## config.mk

```make
export PLATFORM = sky130hd
export DESIGN_NAME = message_loader
export DESIGN_NICKNAME = d
export VERILOG_FILES = /design/src/rtl/msg_pkg.sv /design/src/rtl/btn_debounce.sv /design/src/rtl/message_loader.sv
export SDC_FILE = /design/constraint.sdc
export NUM_CORES = 1
export LEC_CHECK = 0
export BUFFER_PORTS_ARGS = -buffer_cell sky130_fd_sc_hd__buf_2
export CAP_MARGIN = 20
export CELL_PAD_IN_SITES_DETAIL_PLACEMENT = 1
export CELL_PAD_IN_SITES_GLOBAL_PLACEMENT = 1
export CORE_MARGIN = 4
export CORE_UTILIZATION = 45
export DETAILED_ROUTE_END_ITERATION = 10
export MAX_ROUTING_LAYER = met4
export PLACE_DENSITY_LB_ADDON = 0.08
export SLEW_MARGIN = 5
export SYNTH_ARGS = -nofsm -noshare
export SYNTH_HDL_FRONTEND = slang
export SYNTH_HIERARCHICAL = 1
export SYNTH_SLANG_ARGS = --single-unit
```

## constraint.sdc

```tcl
create_clock -name clk_out -period 3.48 [get_ports clk_out]
set_input_delay 0.174 -clock clk_out [delete_from_list [all_inputs] [get_ports clk_out]]
set_output_delay 0.174 -clock clk_out [all_outputs]
set_load 0.03 [all_outputs]
```

## src/rtl/msg_pkg.sv

```systemverilog
// Shared constants, FSM encoding and helpers for the message loader.
// Pure declarations; no logic, no latency.
// No handshaking; imported by every file in this block.
package msg_pkg;

    localparam int MSG_LEN = 16;
    localparam int CHAR_W  = 4;
    localparam int PTR_W   = 4;

    typedef enum logic [1:0] {
        IDLE   = 2'd0,
        EDIT   = 2'd1,
        COMMIT = 2'd2
    } state_t;

    typedef logic [CHAR_W-1:0] char_t;
    typedef logic [PTR_W-1:0]  ptr_t;

    // Character increment that wraps F back to 0.
    function automatic char_t char_inc(input char_t c);
        return c + char_t'(1);
    endfunction

    // Identity pattern entry for a buffer slot.
    function automatic char_t ident_char(input int idx);
        return char_t'(idx);
    endfunction

endpackage

```

## src/rtl/btn_debounce.sv

```systemverilog
// Pushbutton conditioner: 2-flop synchronizer, debounce counter, stable level, press pulse.
// Press pulse appears DEBOUNCE_CYCLES+3 cycles after the first edge that samples a held high.
// No backpressure; the pulse is a single cycle and is not held for the consumer.
module btn_debounce #(
    parameter int DEBOUNCE_CYCLES = 50000
) (
    input  logic clk_out,
    input  logic reset,
    input  logic raw,
    output logic level,
    output logic press
);

    localparam int CNT_W = (DEBOUNCE_CYCLES < 1) ? 1 : $clog2(DEBOUNCE_CYCLES + 1);
    localparam logic [CNT_W-1:0] CNT_MAX = CNT_W'(DEBOUNCE_CYCLES);

    logic             sync1;
    logic             sync2;
    logic             stable;
    logic             stable_q;
    logic [CNT_W-1:0] cnt;

    // Two-flop synchronizer for the raw, asynchronous button input.
    always_ff @(posedge clk_out or posedge reset) begin
        if (reset) begin
            sync1 <= 1'b0;
            sync2 <= 1'b0;
        end else begin
            sync1 <= raw;
            sync2 <= sync1;
        end
    end

    // Count consecutive disagreements; any agreement restarts the count, reaching the limit flips the stable level.
    always_ff @(posedge clk_out or posedge reset) begin
        if (reset) begin
            cnt    <= '0;
            stable <= 1'b0;
        end else if (sync2 != stable) begin
            if (cnt == CNT_MAX) begin
                stable <= sync2;
                cnt    <= '0;
            end else begin
                cnt <= cnt + CNT_W'(1);
            end
        end else begin
            cnt <= '0;
        end
    end

    // Registered rising-edge detect on the stable level; releases give no pulse.
    always_ff @(posedge clk_out or posedge reset) begin
        if (reset) begin
            stable_q <= 1'b0;
            press    <= 1'b0;
        end else begin
            stable_q <= stable;
            press    <= stable & ~stable_q;
        end
    end

    assign level = stable;

endmodule

```

## src/rtl/message_loader.sv

```systemverilog
// Two-button message editor: edit buffer written by buttons, display buffer copied on commit.
// Buffer reads are combinational; a commit takes one cycle after the final cursor advance.
// No backpressure; presses landing in COMMIT are dropped.
module message_loader
    import msg_pkg::*;
#(
    parameter int DEBOUNCE_CYCLES = 50000
) (
    input  logic              clk_out,
    input  logic              reset,
    input  logic              btn_inc,
    input  logic              btn_next,
    input  logic [PTR_W-1:0]  rd_addr,
    output logic [CHAR_W-1:0] rd_data,
    output logic [PTR_W-1:0]  wr_ptr,
    output logic [CHAR_W-1:0] edit_val,
    output logic              editing,
    output logic              msg_update
);

    localparam ptr_t PTR_LAST = ptr_t'(MSG_LEN - 1);

    logic   inc_press;
    logic   next_press;
    logic   inc_level;
    logic   next_level;

    state_t state;
    state_t state_nxt;

    logic   do_inc;
    logic   do_adv;
    logic   do_copy;

    char_t  edit_buf [MSG_LEN];
    char_t  disp_buf [MSG_LEN];

    btn_debounce #(
        .DEBOUNCE_CYCLES (DEBOUNCE_CYCLES)
    ) u_inc_db (
        .clk_out (clk_out),
        .reset   (reset),
        .raw     (btn_inc),
        .level   (inc_level),
        .press   (inc_press)
    );

    btn_debounce #(
        .DEBOUNCE_CYCLES (DEBOUNCE_CYCLES)
    ) u_next_db (
        .clk_out (clk_out),
        .reset   (reset),
        .raw     (btn_next),
        .level   (next_level),
        .press   (next_press)
    );

    // FSM state register.
    always_ff @(posedge clk_out or posedge reset) begin
        if (reset) begin
            state <= IDLE;
        end else begin
            state <= state_nxt;
        end
    end

    // Next-state: any press wakes the editor, a next press at the last slot commits, commit lasts one cycle.
    always_comb begin
        state_nxt = state;
        case (state)
            IDLE: begin
                if (inc_press || next_press) begin
                    state_nxt = EDIT;
                end
            end
            EDIT: begin
                if (next_press && (wr_ptr == PTR_LAST)) begin
                    state_nxt = COMMIT;
                end
            end
            COMMIT: begin
                state_nxt = IDLE;
            end
            default: begin
                state_nxt = IDLE;
            end
        endcase
    end

    // FSM outputs: status flags and the datapath strobes; the waking press is deliberately not a strobe.
    always_comb begin
        editing    = 1'b0;
        msg_update = 1'b0;
        do_inc     = 1'b0;
        do_adv     = 1'b0;
        do_copy    = 1'b0;
        case (state)
            EDIT: begin
                editing = 1'b1;
                do_inc  = inc_press;
                do_adv  = next_press;
            end
            COMMIT: begin
                msg_update = 1'b1;
                do_copy    = 1'b1;
            end
            default: begin
            end
        endcase
    end

    // Cursor: advances on next, wraps to 0 when leaving the last slot for COMMIT.
    always_ff @(posedge clk_out or posedge reset) begin
        if (reset) begin
            wr_ptr <= '0;
        end else if (do_adv) begin
            if (wr_ptr == PTR_LAST) begin
                wr_ptr <= '0;
            end else begin
                wr_ptr <= wr_ptr + ptr_t'(1);
            end
        end
    end

    // Edit buffer: increment uses the pre-advance cursor, so a simultaneous inc+next hits the old slot.
    always_ff @(posedge clk_out or posedge reset) begin
        if (reset) begin
            for (int i = 0; i < MSG_LEN; i++) begin
                edit_buf[i] <= ident_char(i);
            end
        end else if (do_inc) begin
            edit_buf[wr_ptr] <= char_inc(edit_buf[wr_ptr]);
        end
    end

    // Display buffer: whole-message copy in the single COMMIT cycle, otherwise frozen.
    always_ff @(posedge clk_out or posedge reset) begin
        if (reset) begin
            for (int i = 0; i < MSG_LEN; i++) begin
                disp_buf[i] <= ident_char(i);
            end
        end else if (do_copy) begin
            for (int i = 0; i < MSG_LEN; i++) begin
                disp_buf[i] <= edit_buf[i];
            end
        end
    end

    assign rd_data  = disp_buf[rd_addr];
    assign edit_val = edit_buf[wr_ptr];

endmodule

```

### After elaboration in Yosys (flattened, before gate mapping)

Cells that the tools add are included.

| word-level totals | value |
|---|---|
| output and inout bits | 14 |
| logic and storage cells | 96 |
| register bits | 176 |
| input port bits | 8 |

| operators by class | value |
|---|---|
| multiplexer cells | 21 |
| magnitude comparators | 3 |
| eq/ne operators | 9 |
| add/subtract/negate cells | 4 |
| bitwise logic cells | 6 |
| reductions and logical operators | 7 |

Operator list:

| kind | count |
|---|---|
| 64-bit bitwise mux | 1 |
| 16-bit two-way mux | 4 |
| 16-bit by 1-bit adder with 16-bit output (second input constant) | 2 |
| 4-bit binary-select mux with 4-bit select | 2 |
| 16-bit equality test (second input constant) | 2 |
| 4-bit two-way mux | 6 |
| 4-bit demux with 4-bit select | 1 |
| 5-bit greater-or-equal comparator (second input constant) | 2 |
| 4-bit NOT with 5-bit output | 2 |
| 4-bit by 1-bit adder with 4-bit output (second input constant) | 2 |
| 2-bit AND reduction | 3 |
| 5-bit by 1-bit less-than comparator with 1-bit output (second input constant) | 1 |
| 4-bit equality test (second input constant) | 1 |
| 1-bit two-way mux | 4 |
| 2-bit two-way mux | 2 |
| 2-bit != test (second input constant) | 2 |
| 2-bit case mux with 2 select lines | 1 |
| 1-bit AND | 2 |
| 2-bit by 1-bit equality test with 1-bit output (second input constant) | 1 |
| 2-bit equality test (second input constant) | 1 |
| 1-bit logical AND | 2 |
| 2-bit zero test | 1 |
| 1-bit != test | 2 |
| 1-bit NOT | 2 |
| 1-bit logical OR | 1 |

### Depth between registers and ports, before layout

Gate-level depths: netlist of run 1.

| depth | value |
|---|---|
| depth in word-level cells | 6 |
| mapped depth | 9 |
| mapped depth without buffers | 6 |

### Cells and area by module

Netlist of run 1, hierarchy kept.

By module, submodules not included:

| module | instances | seq. area each (sq um) | cells each | area an instance (sq um) |
|---|---|---|---|---|
| message_loader | 1 | 3433.3 | 437 | 6165.9 |
| btn_debounce | 2 | 525.5 | 92 | 1042.2 |

### Worst setup path after synthesis of run 1

Ideal clock, no wire load.

| timing | value |
|---|---|
| path kind | register to register |
| start point | register wr_ptr[1] |
| end point | register edit_buf[18] (netlist bit) |
| arrival time | 3099 ps |
| path buffers | 3 |
| library setup time | 136 ps |
| stages on the path, launching flop included | 9 |
| path slack | 245 ps |
| cell sequence | dfrtp_1 > buf_2 > mux4_2 > mux4_2 > clkbuf_1 > ha_1 > xnor2_2 > buf_2 > a21oi_1 |

| between the ends | value |
|---|---|
| longest elaborated chain between the ends | 6 |
| elaborated cells on any way between the ends | 11 |
| those cells by class | add/sub (1); order compare (2); mux (6); bitwise (1); reduce/logical (1) |

Ends and longest elaborated chain:

| what | RTL line | RTL |
|---|---|---|
| start: declaration | message_loader.sv:15 | `output logic [PTR_W-1:0] wr_ptr,` |
| start signal: assignment | message_loader.sv:120 | `wr_ptr <= wr_ptr + ptr_t'(1);` |
| 4-bit NOT with 5-bit output | - |  |
| 4-bit binary-select mux with 4-bit select | - |  |
| 4-bit two-way mux (2 in a row) | - |  |
| named net edit_val[0] | message_loader.sv:16 | `output logic [CHAR_W-1:0] edit_val,` |
| 4-bit by 1-bit adder with 4-bit output | msg_pkg.sv:21 | `return c + char_t'(1);` |
| 64-bit bitwise mux | message_loader.sv:132 | `edit_buf[wr_ptr] <= char_inc(edit_buf[wr_ptr]);` |
| end signal: indexed assignment | message_loader.sv:129 | `edit_buf[i] <= ident_char(i);` |
| end signal: indexed assignment | message_loader.sv:132 |  |
| end: declaration | message_loader.sv:35 | `char_t edit_buf [MSG_LEN];` |

The timed path passes the listed nets, and every way through them passes these cells. The select of a mux whose other input is x is not followed.
A chain may end at the register's enable or synchronous reset.

### Worst setup path after layout of run 1

| timing | value |
|---|---|
| start point | register wr_ptr[1] |
| end point | output edit_val[0] |

| between the ends | value |
|---|---|
| longest elaborated chain between the ends | 4 |

Ends and longest elaborated chain:

| what | RTL line | RTL |
|---|---|---|
| 4-bit NOT with 5-bit output (implied by the code) | message_loader.sv:150 | `assign edit_val = edit_buf[wr_ptr];` |
| 4-bit binary-select mux with 4-bit select | message_loader.sv:150 |  |
| 4-bit two-way mux (implied by the code) (2 in a row) | message_loader.sv:150 |  |
| end: declaration | message_loader.sv:16 |  |

No other way between the ends. The select of a mux whose other input is x is not followed.

==> results.json, run 1 <==
{
  "setup_tns_ns": 0,
  "synth-edff-count": 0,
  "hpwl_um": 13500,
  "crit_required_ns": 3.31,
  "layout_common_cells": "dfrtp_1 (112), nor2_1 (83), mux2_2 (81)",
  "antenna_found_initial": 0,
  "fmax_ghz": 0.335,
  "synth-seq-cells": 176,
  "start_util": 0.458,
  "yosys_warnings": 6,
  "drtIter0Drc": 209,
  "min_period_ns": 2.98,
  "avgViaCountPerCell": 5.53,
  "netlist_area_mm2": 0.00825,
  "htreeDepth": 4,
  "drive_gt1_frac": 0.428,
  "num_rows": 49,
  "wl_um": 18800,
  "relSlewSlack": 0.425,
  "worstMarginPinSlew_ns": 0.862,
  "cts_root_buf": "clkbuf_16",
  "overflow": 0,
  "p_leak_nw": 3.90,
  "vias": 4918,
  "hold_viol_final": 0,
  "async_reset_ff_frac": 1.00,
  "num_io_pins": 22,
  "die_x_um": 143,
  "clk_pin_slew_worst_paths_ns": 0.07,
  "dieArea_mm2": 0.0206,
  "utilization": 0.513,
  "max_stage_delay_ns": 0.72,
  "io_buffers": 21,
  "cap_violations": 0,
  "clock-skew-final_ns": 0.0100,
  "crit_path_max_fanout": 13,
  "cts_tree": "done",
  "area_growth_pct": 12.1,
  "holdWs_ns": 0.272,
  "yosys_most_used_dff": "dfrtp_1",
  "grt_pass1_vias": 5370,
  "grt_pass1_wl_um": 31100,
  "p_total_w": 0.00409,
  "nets": 665,
  "arrival_ns": 2.81,
  "rsz0062_at_grt": "false",
  "cts_buffer_depth": 2,
  "synth.net_count": 638,
  "report.final.slew_viol_count": 0,
  "min_period_over_period": 0.857,
  "dr.pass1.iters": 4,
  "diodes": 0,
  "ys_seq_area_frac": 0.544,
  "synthCells": 621,
  "core_mm2": 0.0180,
  "gp_congestion": 0.833,
  "critPathSlowestCell": "dfrtp_1",
  "die_y_um": 143,
  "yosysUniqueCellTypes": 40,
  "hold_class": "in -> async",
  "power_density_mw_per_mm2": 442,
  "cts_made_buffers": 17,
  "syn_avg_cell_area_um2": 13.3,
  "drc": 0,
  "clk_latency_ns": 0.43,
  "finalNonFillerCells": 890,
  "cp-start-kind": "flip-flop",
  "worstSetupEndpointType": "output pin",
  "cts_sinks": 176,
  "status": "complete, no violations",
  "track_usage": 0.206,
  "antenna_left": 0,
  "setup_viol": 0,
  "place_inst": 855,
  "wire_per_inst_um": 21.2,
  "grt_max_degree": 66,
  "post-cts-setup-buffers": 0,
  "final_common_cell": "dfrtp_1",
  "path_cells": "buf_4 > mux4_2 > mux4_2 > buf_4 > buf_2",
  "crit_type": "reg -> out",
  "irDropWorstVdd_mv": 0.339
}
[sequential cells by signal (all words and copies together) (netlist names)]
signal / cells
disp_buf: 64
u_inc_db/cnt: 16
state: 2
u_next_db/sync2: 1
u_next_db/cnt: 16
u_inc_db/sync2: 1
u_next_db/sync1: 1
edit_buf: 64
u_inc_db/stable_q: 1
u_inc_db/sync1: 1
u_next_db/press: 1
u_inc_db/press: 1
u_inc_db/level: 1
u_next_db/level: 1
u_next_db/stable_q: 1
wr_ptr: 4
[power by group]
group          total (W)  switching, W  internal (W)
clock network    0.00192      0.000853       0.00107
registers        0.00207     0.0000104       0.00206
logic          0.0000959     0.0000688     0.0000271
[through the flow]
stage	setup WS (ns)	area, um^2
floorplan	0.245	8250
global placement	0.592	8610
detailed placement	0.502	8630
CTS	0.456	9250
global route	0.379	9250
finish	0.496	9250
[what timing repair did]
item	in CTS	in global routing
resized for setup	0	0
endpoints found under the hold margin	56	0
hold buffers	3	0
[final cells by class]
type / instances / area (um^2)
fill: 1815 / 8780
sequential: 176 / 4480
multi-input combinational: 406 / 3600
clock buffer: 18 / 429
tap: 229 / 287
timing repair buffer: 32 / 233
clock inverter: 14 / 156
inverter: 15 / 60.1
[critical path: cells and delay by family (launching register included)]
family                 cells  cell delay (ns)
muxes                      2             0.90
buffers and inverters      3             0.74
DFF                        1             0.72
[cells by family after synthesis]
group / share of synthesized area
compound gates: 0.0378
fa+ha+maj: 0.0136
flops: 0.544
buf+inv: 0.0215
simple gates: 0.128
mux: 0.217
xor+xnor: 0.0382
[cells in the mapped netlist, types with 9 or more instances]
| cell type | number | share of area |
|---|---|---|
| mux2_2 | 81 | 0.11 |
| clkbuf_1 | 11 | 0.0050 |
| inv_1 | 15 | 0.0068 |
| nand3_1 | 18 | 0.011 |
| a21oi_2 | 10 | 0.011 |
| nor3_1 | 12 | 0.0073 |
| a21oi_1 | 30 | 0.018 |
| ha_1 | 9 | 0.014 |
| o21ai_0 | 10 | 0.0061 |
| dfrtp_1 | 112 | 0.34 |
| nor2_1 | 83 | 0.038 |
| nand2_1 | 28 | 0.013 |
| xnor2_1 | 25 | 0.027 |
| dfstp_2 | 64 | 0.20 |
| mux4_2 | 38 | 0.10 |
[layer usage]
metal  share of wire  track usage
met2            0.52        0.343
met5               0            -
met1            0.44        0.259
met4           0.013       0.0520
met3           0.029       0.0416
[final timing paths]
kind | startpoint | to | slack (ns) | cells past startpoint
min in group clk_out | u_next_db/sync1 | u_next_db/sync2 | 0.35 | 0
max reg2reg | wr_ptr[1] | edit_buf[45] | 0.52 | 5
min reg2reg | u_next_db/sync1 | u_next_db/sync2 | 0.35 | 0
max | wr_ptr[1] | edit_val[0] | 0.50 | 5
max in group asynchronous | reset | edit_buf[32] | 2.25 | 5
min | reset | edit_buf[4] | 0.27 | 3
(Power assumes the default switching activity.)
==> inputs of run 2 (changes only) <==
--- a/config.mk
+++ b/config.mk
@@ -10,8 +10,9 @@
 export CELL_PAD_IN_SITES_DETAIL_PLACEMENT = 1
 export CELL_PAD_IN_SITES_GLOBAL_PLACEMENT = 1
 export CORE_MARGIN = 4
-export CORE_UTILIZATION = 45
+export CORE_UTILIZATION = 47
 export DETAILED_ROUTE_END_ITERATION = 10
+export GPL_TIMING_DRIVEN = 0
 export MAX_ROUTING_LAYER = met4
 export PLACE_DENSITY_LB_ADDON = 0.08
 export SLEW_MARGIN = 5
==> run 2 against run 1 <==
Sequential cell count stayed put. Register-to-register slack worse by 0.37 ns. Combinational power is 12% higher. Non-clock buffer count is 16 higher. Design area is 0.11% higher. Wire length is 5.5% higher. Maximum frequency is 10% lower. Global-route usage is 1.7 points higher. Clock skew hardly changed. First-iteration DRC count is 3.3% lower. Die area is 4.0% lower. Utilization is 2.4 points higher.
==> results.json, run 2 (synthesis results as in run 1) <==
{
  "gp_congestion": 0.844,
  "clk_latency_ns": 0.43,
  "r2r-start": "wr_ptr[0]",
  "final_common_cell": "dfrtp_1",
  "vias": 5058,
  "hold_class": "reg -> reg",
  "hold_end": "u_next_db/sync2",
  "power_density_mw_per_mm2": 426,
  "diodes": 0,
  "worstMarginPinSlew_ns": 0.941,
  "cp_top_family": "multiplexers",
  "num_rows": 48,
  "cap_violations": 0,
  "num_io_pins": 22,
  "hold_start": "u_next_db/sync1",
  "worstRegToRegCells": 7,
  "relSlewSlack": 0.372,
  "crit_required_ns": 3.77,
  "path_cells": "buf_6 > mux4_2 > mux4_2 > ha_1 > xnor2_2 > buf_2 > a21oi_1",
  "holdPathStages": 0,
  "p_total_w": 0.00394,
  "antenna_left": 0,
  "htreeDepth": 4,
  "track_usage": 0.222,
  "drive_gt1_frac": 0.417,
  "grt_pass1_vias": 5662,
  "min_period_ns": 3.33,
  "wl_um": 19900,
  "overflow": 0,
  "reg2reg_slack_ns": 0.15,
  "critPathSlowestCell": "mux4_2",
  "crit_path_max_fanout": 19,
  "cp-startpoint": "wr_ptr[0]",
  "dieArea_mm2": 0.0197,
  "cts_tree": "done",
  "cts_sinks": 176,
  "die_y_um": 140,
  "cpMostUsedCell": "mux4_2",
  "top_regs": "disp_buf: 64 flops, edit_buf: 64 flops",
  "cts_made_buffers": 17,
  "clk_pin_slew_worst_paths_ns": 0.07,
  "max_stage_delay_ns": 0.72,
  "cp-start-kind": "flip-flop",
  "grt_max_degree": 40,
  "cts_root_buf": "clkbuf_16",
  "grt_pass1_wl_um": 32600,
  "worstSetupEndpointType": "flip-flop",
  "io_buffers": 19,
  "report.final.slew_viol_count": 0,
  "die_x_um": 140,
  "fmax_ghz": 0.301,
  "status": "complete, no violations",
  "cts_buffer_depth": 2,
  "arrival_ns": 3.61,
  "wire_per_inst_um": 22.0,
  "avgViaCountPerCell": 5.61,
  "p_leak_nw": 3.89,
  "setup_viol": 0,
  "antenna_found_initial": 0,
  "layout_common_cells": "dfrtp_1 (112), nor2_1 (83), mux2_2 (81)",
  "hpwl_um": 14200,
  "crit_type": "reg -> reg",
  "start_util": 0.479,
  "utilization": 0.537,
  "irDropWorstVdd_mv": 0.331,
  "drtIter0Drc": 202,
  "min_period_over_period": 0.956,
  "nets": 681,
  "cp.buffers_inverters": 2,
  "dr.pass1.iters": 4,
  "area_growth_pct": 12.2,
  "fillers": 1693,
  "r2r-end": "edit_buf[22]",
  "clock-skew-final_ns": 0.0104,
  "hold_viol_final": 0,
  "core_mm2": 0.0172,
  "rsz0062_at_grt": "false",
  "drc": 0
}
[run 2: changes by cell type in the layout (fill, tap and decap cells not counted), sizes merged]
cell	previous run	this run
bufinv	2	0
clkinvlp	5	7
buf	29	35
inv	19	16
clkbuf	18	31
[run 2: what timing repair did]
action | 4_1_cts | 5_1_grt
resized for setup | 1 | 0
hold buffers | 3 | 0
endpoints found under the setup margin | 20 | 0
buffers inserted | 0 | 0
endpoints found under the hold margin | 56 | 0
[run 2: layout make-up]
class / instances / area (um^2) / area share
buffer: 23 / 120 / 0.0130
clock buffer: 21 / 450 / 0.0487
clock inverter: 11 / 85.1 / 0.00919
inverter: 15 / 60.1 / 0.00649
multi-input combinational: 406 / 3590 / 0.388
sequential: 176 / 4480 / 0.485
tap: 225 / 282 / 0.0304
timing repair buffer: 25 / 185 / 0.0200
[run 2: how the worst max path moves through the flow]
stage	to	cells past startpoint
finish	edit_buf[22]	7
global route	edit_buf[22]	7
CTS	edit_buf[22]	7
detailed placement	edit_buf[22]	8
global placement	edit_buf[22]	8
floorplan	edit_buf[18]	8
[run 2: power by group]
part	total, W	internal (W)	switching (W)	leakage (nW)
sequential	0.00207	0.00206	0.0000107	2.21
clock	0.00176	0.000937	0.000827	0.242
combinational	0.000107	0.0000307	0.0000762	1.44
[run 2: stage by stage]
step | cells | instance area, um^2 | TNS [ns] | worst slack (ns) | hold slack [ns]
5_1_grt | 902 | 9260 | 0 | 0.0243 | 0.353
4_1_cts | 902 | 9260 | 0 | 0.138 | 0.353
2_1_floorplan | 621 | 8250 | 0 | 0.245 | 0.151
6_report | 902 | 9260 | 0 | 0.154 | 0.354
3_3_place_gp | 865 | 8630 | -0.507 | -0.0776 | 0.282
3_5_place_dp | 868 | 8690 | -0.994 | -0.108 | 0.286
[run 2: routing by layer]
layer,track usage,up-vias,wire length (um)
li1,-,2295,-
met1,0.269,2674,8440
met2,0.384,69,10500
met3,0.0403,20,587
met4,0.0622,0,337
met5,-,-,0
